--- config.mk ---
export PLATFORM = sky130hd
export DESIGN_NAME = div_result_queue
export DESIGN_NICKNAME = d
export VERILOG_FILES = /design/src/rtl/div_pkg.sv /design/src/rtl/div_rq_fifo.sv /design/src/rtl/div_result_queue.sv
export SDC_FILE = /design/constraint.sdc
export NUM_CORES = 1
export LEC_CHECK = 0
export ABC_AREA = 1
export CAP_MARGIN = 10
export CORE_MARGIN = 5
export CORE_UTILIZATION = 59
export CTS_BUF_LIST = sky130_fd_sc_hd__clkbuf_8
export CTS_CLUSTER_DIAMETER = 50
export CTS_CLUSTER_SIZE = 10
export DETAILED_ROUTE_END_ITERATION = 10
export DONT_BUFFER_PORTS = 1
export GPL_ROUTABILITY_DRIVEN = 1
export PLACE_DENSITY = 0.78
export SLEW_MARGIN = 25
export SYNTH_ARGS = -nofsm -noshare
export SYNTH_HDL_FRONTEND = slang
export SYNTH_SLANG_ARGS = --single-unit
export TNS_END_PERCENT = 5
--- constraint.sdc ---
create_clock -name clk -period 2.61 [get_ports clk]
set_clock_uncertainty 0.1 [all_clocks]
set_input_delay 0.3915 -clock clk [delete_from_list [all_inputs] [get_ports clk]]
set_output_delay 0.3915 -clock clk [all_outputs]
set_load 0.02 [all_outputs]
--- src/rtl/div_pkg.sv ---
// Shared types and defaults for the divider result queue.
package div_pkg;

    localparam int unsigned DIV_W_DEFAULT = 10;

    typedef enum logic [1:0] {
        DIV_OK  = 2'd0,
        DIV_DVZ = 2'd1,
        DIV_OVF = 2'd2
    } div_status_e;

endpackage

--- src/rtl/div_rq_fifo.sv ---
// Circular FIFO holding divider results; extra pointer MSB separates full from empty.
module div_rq_fifo
    import div_pkg::*;
#(
    parameter int unsigned W     = DIV_W_DEFAULT,
    parameter int unsigned DEPTH = 4
) (
    input  logic                         clk,
    input  logic                         rst,
    input  logic                         push_i,
    input  logic [W-1:0]                 push_q_i,
    input  div_status_e                  push_st_i,
    input  logic                         pop_i,
    output logic                         out_valid_o,
    output logic [W-1:0]                 out_q_o,
    output div_status_e                  out_st_o,
    output logic [$clog2(DEPTH):0]       count_o,
    output logic                         drop_o
);

    localparam int unsigned AW = $clog2(DEPTH);
    localparam int unsigned PW = AW + 1;

    logic [PW-1:0] wr_ptr_q, wr_ptr_d;
    logic [PW-1:0] rd_ptr_q, rd_ptr_d;
    logic [W-1:0]  q_mem_q  [DEPTH];
    div_status_e   st_mem_q [DEPTH];

    logic empty, full, pop_ok, push_ok;

    assign empty   = (wr_ptr_q == rd_ptr_q);
    assign full    = (wr_ptr_q[AW-1:0] == rd_ptr_q[AW-1:0]) && (wr_ptr_q[AW] != rd_ptr_q[AW]);
    assign pop_ok  = pop_i && !empty;
    // A full queue only takes a new entry when the head leaves in the same cycle.
    assign push_ok = push_i && (!full || pop_ok);
    assign drop_o  = push_i && full && !pop_ok;

    always_comb begin
        wr_ptr_d = wr_ptr_q;
        rd_ptr_d = rd_ptr_q;
        if (push_ok) wr_ptr_d = wr_ptr_q + PW'(1);
        if (pop_ok)  rd_ptr_d = rd_ptr_q + PW'(1);
    end

    always_ff @(posedge clk) begin
        if (rst) begin
            wr_ptr_q <= '0;
            rd_ptr_q <= '0;
        end else begin
            wr_ptr_q <= wr_ptr_d;
            rd_ptr_q <= rd_ptr_d;
        end
    end

    // Storage is deliberately unreset; the head is masked while empty.
    always_ff @(posedge clk) begin
        if (!rst && push_ok) begin
            q_mem_q[wr_ptr_q[AW-1:0]]  <= push_q_i;
            st_mem_q[wr_ptr_q[AW-1:0]] <= push_st_i;
        end
    end

    assign out_valid_o = !empty;
    assign out_q_o     = empty ? '0 : q_mem_q[rd_ptr_q[AW-1:0]];
    assign out_st_o    = empty ? DIV_OK : st_mem_q[rd_ptr_q[AW-1:0]];
    assign count_o     = wr_ptr_q - rd_ptr_q;

endmodule

--- src/rtl/div_result_queue.sv ---
// Result queue behind the divider: tracks in-flight operations and buffers outcomes.
module div_result_queue
    import div_pkg::*;
#(
    parameter int unsigned W     = DIV_W_DEFAULT,
    parameter int unsigned DEPTH = 4
) (
    input  logic         clk,
    input  logic         rst,
    input  logic         issue,
    input  logic [W-1:0] div_q,
    input  logic         div_valid,
    input  logic         div_dvz,
    input  logic         div_ovf,
    output logic         can_issue,
    output logic         out_valid,
    input  logic         out_ready,
    output logic [W-1:0] out_q,
    output logic [1:0]   out_status,
    output logic         err_drop,
    output logic         err_unexp
);

    localparam int unsigned PW = $clog2(DEPTH) + 1;
    localparam int unsigned SW = PW + 1;

    logic [PW-1:0] pending_q, pending_d;
    logic          err_drop_q, err_drop_d;
    logic          err_unexp_q, err_unexp_d;
    logic [PW-1:0] count;
    logic          fifo_drop;
    logic          capture, issue_ok;
    div_status_e   cap_st, head_st;
    logic [W-1:0]  cap_q;

    assign capture = div_valid | div_dvz | div_ovf;

    // Exactly one entry per capture; error results carry no quotient.
    always_comb begin
        cap_st = DIV_OK;
        if (div_dvz)      cap_st = DIV_DVZ;
        else if (div_ovf) cap_st = DIV_OVF;
        cap_q = (cap_st == DIV_OK) ? div_q : '0;
    end

    div_rq_fifo #(.W(W), .DEPTH(DEPTH)) u_fifo (
        .clk         (clk),
        .rst         (rst),
        .push_i      (capture),
        .push_q_i    (cap_q),
        .push_st_i   (cap_st),
        .pop_i       (out_ready),
        .out_valid_o (out_valid),
        .out_q_o     (out_q),
        .out_st_o    (head_st),
        .count_o     (count),
        .drop_o      (fifo_drop)
    );

    assign out_status = head_st;
    assign can_issue  = (SW'(count) + SW'(pending_q)) < SW'(DEPTH);
    assign issue_ok   = issue && can_issue;

    // Pending tracks issued-but-uncaptured work; an unmatched capture saturates at 0.
    always_comb begin
        pending_d   = pending_q;
        err_drop_d  = err_drop_q | fifo_drop;
        err_unexp_d = err_unexp_q;
        if (issue_ok && !capture) begin
            pending_d = pending_q + PW'(1);
        end else if (!issue_ok && capture) begin
            if (pending_q == '0) err_unexp_d = 1'b1;
            else                 pending_d   = pending_q - PW'(1);
        end
    end

    always_ff @(posedge clk) begin
        if (rst) begin
            pending_q   <= '0;
            err_drop_q  <= 1'b0;
            err_unexp_q <= 1'b0;
        end else begin
            pending_q   <= pending_d;
            err_drop_q  <= err_drop_d;
            err_unexp_q <= err_unexp_d;
        end
    end

    assign err_drop  = err_drop_q;
    assign err_unexp = err_unexp_q;

endmodule

==> flow_summary.ini, run 1 <==
[sta]
layout_setup_ws_ns = -0.240
whs_ns = 0.0238
slew_headroom_pct = 53.8
max_clock_freq_mhz = 351
period_minus_slack_ns = 2.85
period_share_pct = 109
rsz0062_at_grt = true
hold_viol = 0
fin_tns_setup_ns = -0.441
setup_violations = 4
maxSlewViolCount = 0
tightest_slew_ns = 0.692

[yosys]
synthesis.area_um2 = 2880
yosysSeqAreaShare_pct = 59.0
synthesis.nets = 307
synth.most_common_cell = nor2_1
synth_ff_type = edfxtp_1
synth-seq-cells = 61
netlist_instances = 277
synth-edff-count = 48
synth_top_area_share_pct = 50.0
synth_top_area_cell = edfxtp_1
yosys-top-cells-count = nor2_1 (70), edfxtp_1 (48), inv_1 (26), nand2_1 (16), o21ai_0 (15)
ys_warn_count = 0
ys_async_sr_fraction_pct = 0
synth_area_leaders = edfxtp_1 (50%), nor2_1 (9.1%), dfxtp_1 (9.0%)
syn_area_per_cell_um2 = 10.4
synthDistinctLibCells = 27

[setup_path]
start_kind = flip-flop
worstSetupPathType = flip-flop to flip-flop
critPathMaxStageDelay_ns = 0.34
cp_slowest_cell = fa_2
cp_cell_sequence = inv_2 > ha_1 > inv_1 > fa_2 > xnor2_1 > ha_1 > nor3_2 > nand2_1 > nor2_2 > ha_2 > inv_2 > fa_2 > inv_2 > nand2_1 > nand2_1 > nand3_1 > nor2_1 > nor2_1
endpoint_kind = flip-flop
required_ns = 2.74
crit_path_max_fanout = 2
regToRegStartpoint = u_fifo.wr_ptr_q[0]$_SDFFE_PP0P_
arrival_ns = 2.98
startpoint = u_fifo.wr_ptr_q[0]$_SDFFE_PP0P_

[routing]
antenna_left = 0
wl_um = 5710
wl_per_cell_um = 15.3
drt_iter0_drc = 151
drc = 0
first_pass_iters = 5
vias = 1954
viasPerCell = 5.24

[floorplan]
design.die.area_um2 = 6380
die_h_um = 79.9
die_w_um = 79.9
rows = 25
coreArea_um2 = 4720
start_util_pct = 61.0
ioPinCount = 33

[placed_design]
place.gp.congestion = 0.878
post-dp-hpwl_um = 3700
io_buffer_count = 0

[clock_tree]
clkTransAtPathRegs_ns = 0.06
tritoncts = yes
clkSinkCount = 61
cts_buffers = 9
root_buffer = clkbuf_8
clk_latency_ns = 0.33
cts_buffer_depth = 2
htree_levels = 3

[layout]
layout.nets = 331
synthToLayoutAreaGrowth_pct = 15.1
drive_above_1_share_pct = 26.1
layout.area.seq_um2 = 1700
diodes = 0
multi_input_comb_area_um2 = 1010
nFillCells = 357

[worst_hold_path]
min_path_type = input port to flip-flop
min_from = rst

[global_route]
grt_pass1_wl_um = 9330
overflow = 0
grt_pass1_vias = 1956
grt_max_degree = 25
grtUsageTotal_pct = 19.8
antenna_found_initial = 0

[power_and_ir_drop]
vdd_drop_max_mv = 0.676
leakage_nw = 1.34
powerDensity_nw_per_um2 = 958

[job]
drv_cap = 0

[outcome]
outcome = finished with violations
violations = setup timing
[layer usage]
metal	vias up	track usage (%)	share of wire, %
li1	962	-	-
met1	931	23.9	43
met2	52	33.5	50
met3	9	4.40	5.1
met4	0	9.29	1.7
met5	-	0	0
[cell families (layout without fill, tap and decap cells)]
logic type               Yosys count  in the layout  synth area share, %
AO/OA/AOI/OAI                     45             45                 9.46
XOR/XNOR                           3              3                0.912
adder cells (fa/ha/maj)           13             13                 6.16
buffers and inverters             44             73                 6.42
flip-flops                        61             61                 59.0
AND/OR/NAND/NOR                  111            111                 18.0
[stage by stage]
| step | utilization, % | setup slack, ns | cells | power, mW | cell area (um^2) |
|---|---|---|---|---|---|
| after floorplan | - | -0.169 | 277 | 1.99 | 2890 |
| after global placement | 64.4 | -0.190 | 351 | 2.16 | 3040 |
| after detailed placement | 64.4 | -0.268 | 351 | 2.20 | 3040 |
| after CTS | 69.9 | -0.174 | 372 | 3.16 | 3300 |
| after global routing | 70.3 | -0.439 | 373 | 3.37 | 3320 |
| final | 70.3 | -0.240 | 373 | 3.18 | 3320 |
[flip-flops by register name (all words and copies together) (netlist names), named ones only]
register / count
u_fifo.rd_ptr_q: 3
u_fifo.q_mem_q: 40
pending_q: 3
err_unexp: 1
u_fifo.st_mem_q: 8
err_drop: 1
u_fifo.wr_ptr_q: 3
[critical path: cells and delay by family, from the launching register on]
family | cells | cell delay, ns
adders and majority gates | 5 | 1.29
buffers and inverters | 4 | 0.19
xor gates and xnor gates | 1 | 0.13
and+or+nand+nor | 8 | 0.71
DFF | 1 | 0.33
[cell usage in the layout, fill, tap and decap left out]
cell type and instances:
clkbuf_8 9, inv_4 1, clkinvlp_4 3, nor2_1 69, nand3b_1 1, dlygate4sd3_1 2, nor3b_2 4, xor2_1 2
ha_1 10, dfxtp_1 12, fa_2 2, ha_2 1, a21oi_2 13, nand3_4 1, o21ai_1 10, xnor2_1 1
inv_1 22, nor3_2 1, nand2_1 16, o21ai_0 15, bufinv_16 2, nand2_2 4, edfxtp_1 48, nor2_2 3
nand3_1 9, clkinv_1 2, inv_2 12, nand2_4 3, dfxtp_2 1, a21oi_1 6, o21a_1 1, buf_4 20
[timing repair]
action,in CTS,in global routing
endpoints found under the hold margin,1,0
hold buffers,2,0
resized for setup,5,3
pin swaps,5,1
endpoints found under the setup margin,3,5
setup buffers,3,1
[path summary, 6_finish.rpt]
kind | end | slack [ns] | cells past startpoint
worst max-delay path | pending_q[2]$_SDFFE_PP0P_ | -0.24 | 18
worst min-delay path | pending_q[1]$_SDFFE_PP0P_ | 0.02 | 1
worst max register to register | pending_q[2]$_SDFFE_PP0P_ | -0.24 | 18
worst min register to register | pending_q[1]$_SDFFE_PP0P_ | 0.44 | 2
[layout make-up]
class	count	area share [%]
clock buffers	9	3.73
flip-flops and latches	61	51.3
clock inverters	7	2.71
repair buffers	22	5.13
well taps	67	2.53
multi-input cells	172	30.6
inverters	35	4.03
[power by group]
group          switching, mW  internal, mW  leakage, nW
Clock                  0.357         0.530       0.0966
Combinational          0.701         0.373        0.683
Sequential            0.0771          1.14        0.557
Total                   1.14          2.04         1.34
Power figures use the tool's default switching activity.
==> run 2, diff against run 1 <==
Settings changed: CORE_UTILIZATION 59 to 60, PLACE_DENSITY 0.78 to 0.76.
Clock period 2.61 ns to 3.5 ns, I/O delays scaled along.
==> run 2 against run 1 <==
Against the previous run: the flow now finishes without violations; clock power fell by 44%; core utilization fell by 4.4 points; cell area fell by 6.9%; sequential power fell by 24%; combinational power fell by 39%; clock-buffer cell count did not move; global-route usage fell by 1.0 points; total power fell by 35%; final cell count fell by 8.3%; register-to-register slack improved by 0.68 ns; non-clock buffer count fell by 17.
==> flow_summary.ini, run 2 (synthesized netlist as in run 1, its figures left out) <==
[outcome]
outcome = complete, no violations

[placed_design]
post-dp-hpwl_um = 3550
io_buffer_count = 0
pre_cts_slack_ns = 0.423
place.gp.congestion = 0.818

[worst_hold_path]
holdPathStages = 1
min_path_type = input port to flip-flop
min_from = rst
min_to = u_fifo.wr_ptr_q[2]$_SDFFE_PP0P_

[sta]
layout_setup_ws_ns = 0.440
period_minus_slack_ns = 3.06
rsz0062_at_grt = false
fin_tns_setup_ns = 0
setup_violations = 0
whs_ns = 0.155
hold_viol = 0
maxSlewViolCount = 0
period_share_pct = 87.4
tightest_slew_ns = 0.668
slew_headroom_pct = 55.4
max_clock_freq_mhz = 327

[setup_path]
required_ns = 3.62
r2r-end = pending_q[2]$_SDFFE_PP0P_
reg2reg_depth = 18
crit_family = adder cells
endpoint_kind = flip-flop
start_kind = flip-flop
arrival_ns = 3.18
cp_slowest_cell = fa_1
critPathMaxStageDelay_ns = 0.39
crit_path_max_fanout = 4
worstSetupPathType = flip-flop to flip-flop
crit_buf_inv = 4
regToRegStartpoint = u_fifo.wr_ptr_q[0]$_SDFFE_PP0P_
r2r_slack_ns = 0.44
cp_cell_sequence = inv_1 > ha_1 > inv_1 > fa_1 > xnor2_1 > ha_1 > nor3_1 > nand2_1 > nor2_1 > ha_1 > inv_2 > fa_1 > inv_1 > nand2_1 > nand2_1 > nand3_1 > nor2_1 > nor2_1

[layout]
layout_commonest_cell = nor2_1
layout_common_cells = nor2_1 (70), edfxtp_1 (48), inv_1 (26)
diodes = 0
drive_above_1_share_pct = 18.1
synthToLayoutAreaGrowth_pct = 7.16
largest_register_ffs = 40
nFillCells = 381
layout.nets = 314
utilization_pct = 65.8

[clock_tree]
clkSinkCount = 61
root_buffer = clkbuf_8
postCtsHoldBufs = 0
htree_levels = 3
clk_latency_ns = 0.32
clkTransAtPathRegs_ns = 0.06
tritoncts = yes
cts-resized-gates = 0
cts_setup_buffers = 0
cts_buffer_depth = 2
cts_buffers = 9

[floorplan]
coreArea_um2 = 4690
start_util_pct = 61.4
die_h_um = 79.3
design.die.area_um2 = 6290
ioPinCount = 33
rows = 25
die_w_um = 79.3

[power_and_ir_drop]
vdd_drop_max_mv = 0.437
powerDensity_nw_per_um2 = 671
leakage_nw = 1.23
total_power_mw = 2.07

[routing]
first_pass_iters = 4
antenna_left = 0
wl_um = 5450
drt_iter0_drc = 110
vias = 1853
drc = 0
viasPerCell = 5.42
wl_per_cell_um = 15.9

[global_route]
grtUsageTotal_pct = 18.8
antenna_found_initial = 0
grt_pass1_vias = 1874
grt_max_degree = 25
grt_pass1_wl_um = 8750
overflow = 0

[job]
drv_cap = 0
-- run 2: final cells by class --
cell class | instances | area, um^2 | area share [%]
clock buffer | 9 | 124 | 4.01
clock inverter | 6 | 31.3 | 1.01
inverter | 35 | 131 | 4.25
multi-input combinational | 172 | 996 | 32.2
sequential | 61 | 1700 | 55.1
tap | 54 | 67.6 | 2.19
timing repair buffer | 5 | 37.5 | 1.22
-- run 2: per-layer routing --
layer / global-route usage, % / up-vias / routed length (um)
met2: 31.8 / 30 / 2690
met5: 0 / - / 0
met3: 4.42 / 12 / 157
met4: 9.97 / 0 / 129
met1: 22.1 / 884 / 2470
li1: - / 927 / -
-- run 2: worst reg2reg max path, delay by kind of cell, from the launching register on --
family | cells | cell delay (ns)
fa+ha+maj | 5 | 1.37
flops | 1 | 0.35
buf+inv | 4 | 0.30
xor+xnor | 1 | 0.17
simple gates | 8 | 0.69
-- run 2: worst max-delay path by stage --
stage | startpoint | to | slack (ns) | cells after the start
floorplan | u_fifo.wr_ptr_q[0]$_SDFFE_PP0P_ | pending_q[2]$_SDFFE_PP0P_ | 0.65 | 18
global placement | u_fifo.wr_ptr_q[0]$_SDFFE_PP0P_ | pending_q[2]$_SDFFE_PP0P_ | 0.56 | 18
detailed placement | u_fifo.wr_ptr_q[0]$_SDFFE_PP0P_ | pending_q[2]$_SDFFE_PP0P_ | 0.42 | 18
CTS | u_fifo.wr_ptr_q[0]$_SDFFE_PP0P_ | pending_q[2]$_SDFFE_PP0P_ | 0.41 | 18
global route | u_fifo.wr_ptr_q[0]$_SDFFE_PP0P_ | pending_q[2]$_SDFFE_PP0P_ | 0.17 | 19
finish | u_fifo.wr_ptr_q[0]$_SDFFE_PP0P_ | pending_q[2]$_SDFFE_PP0P_ | 0.44 | 18
-- run 2: through the flow --
step	instances	cell area [um^2]
after global placement	327	2930
final	342	3090
after global routing	342	3090
after floorplan	277	2880
after detailed placement	327	2930
after CTS	342	3090
-- run 2: power breakdown --
group          switching [mW]  internal [mW]
sequential             0.0749          0.850
clock                   0.251          0.243
combinational           0.458          0.194
total                   0.784           1.29
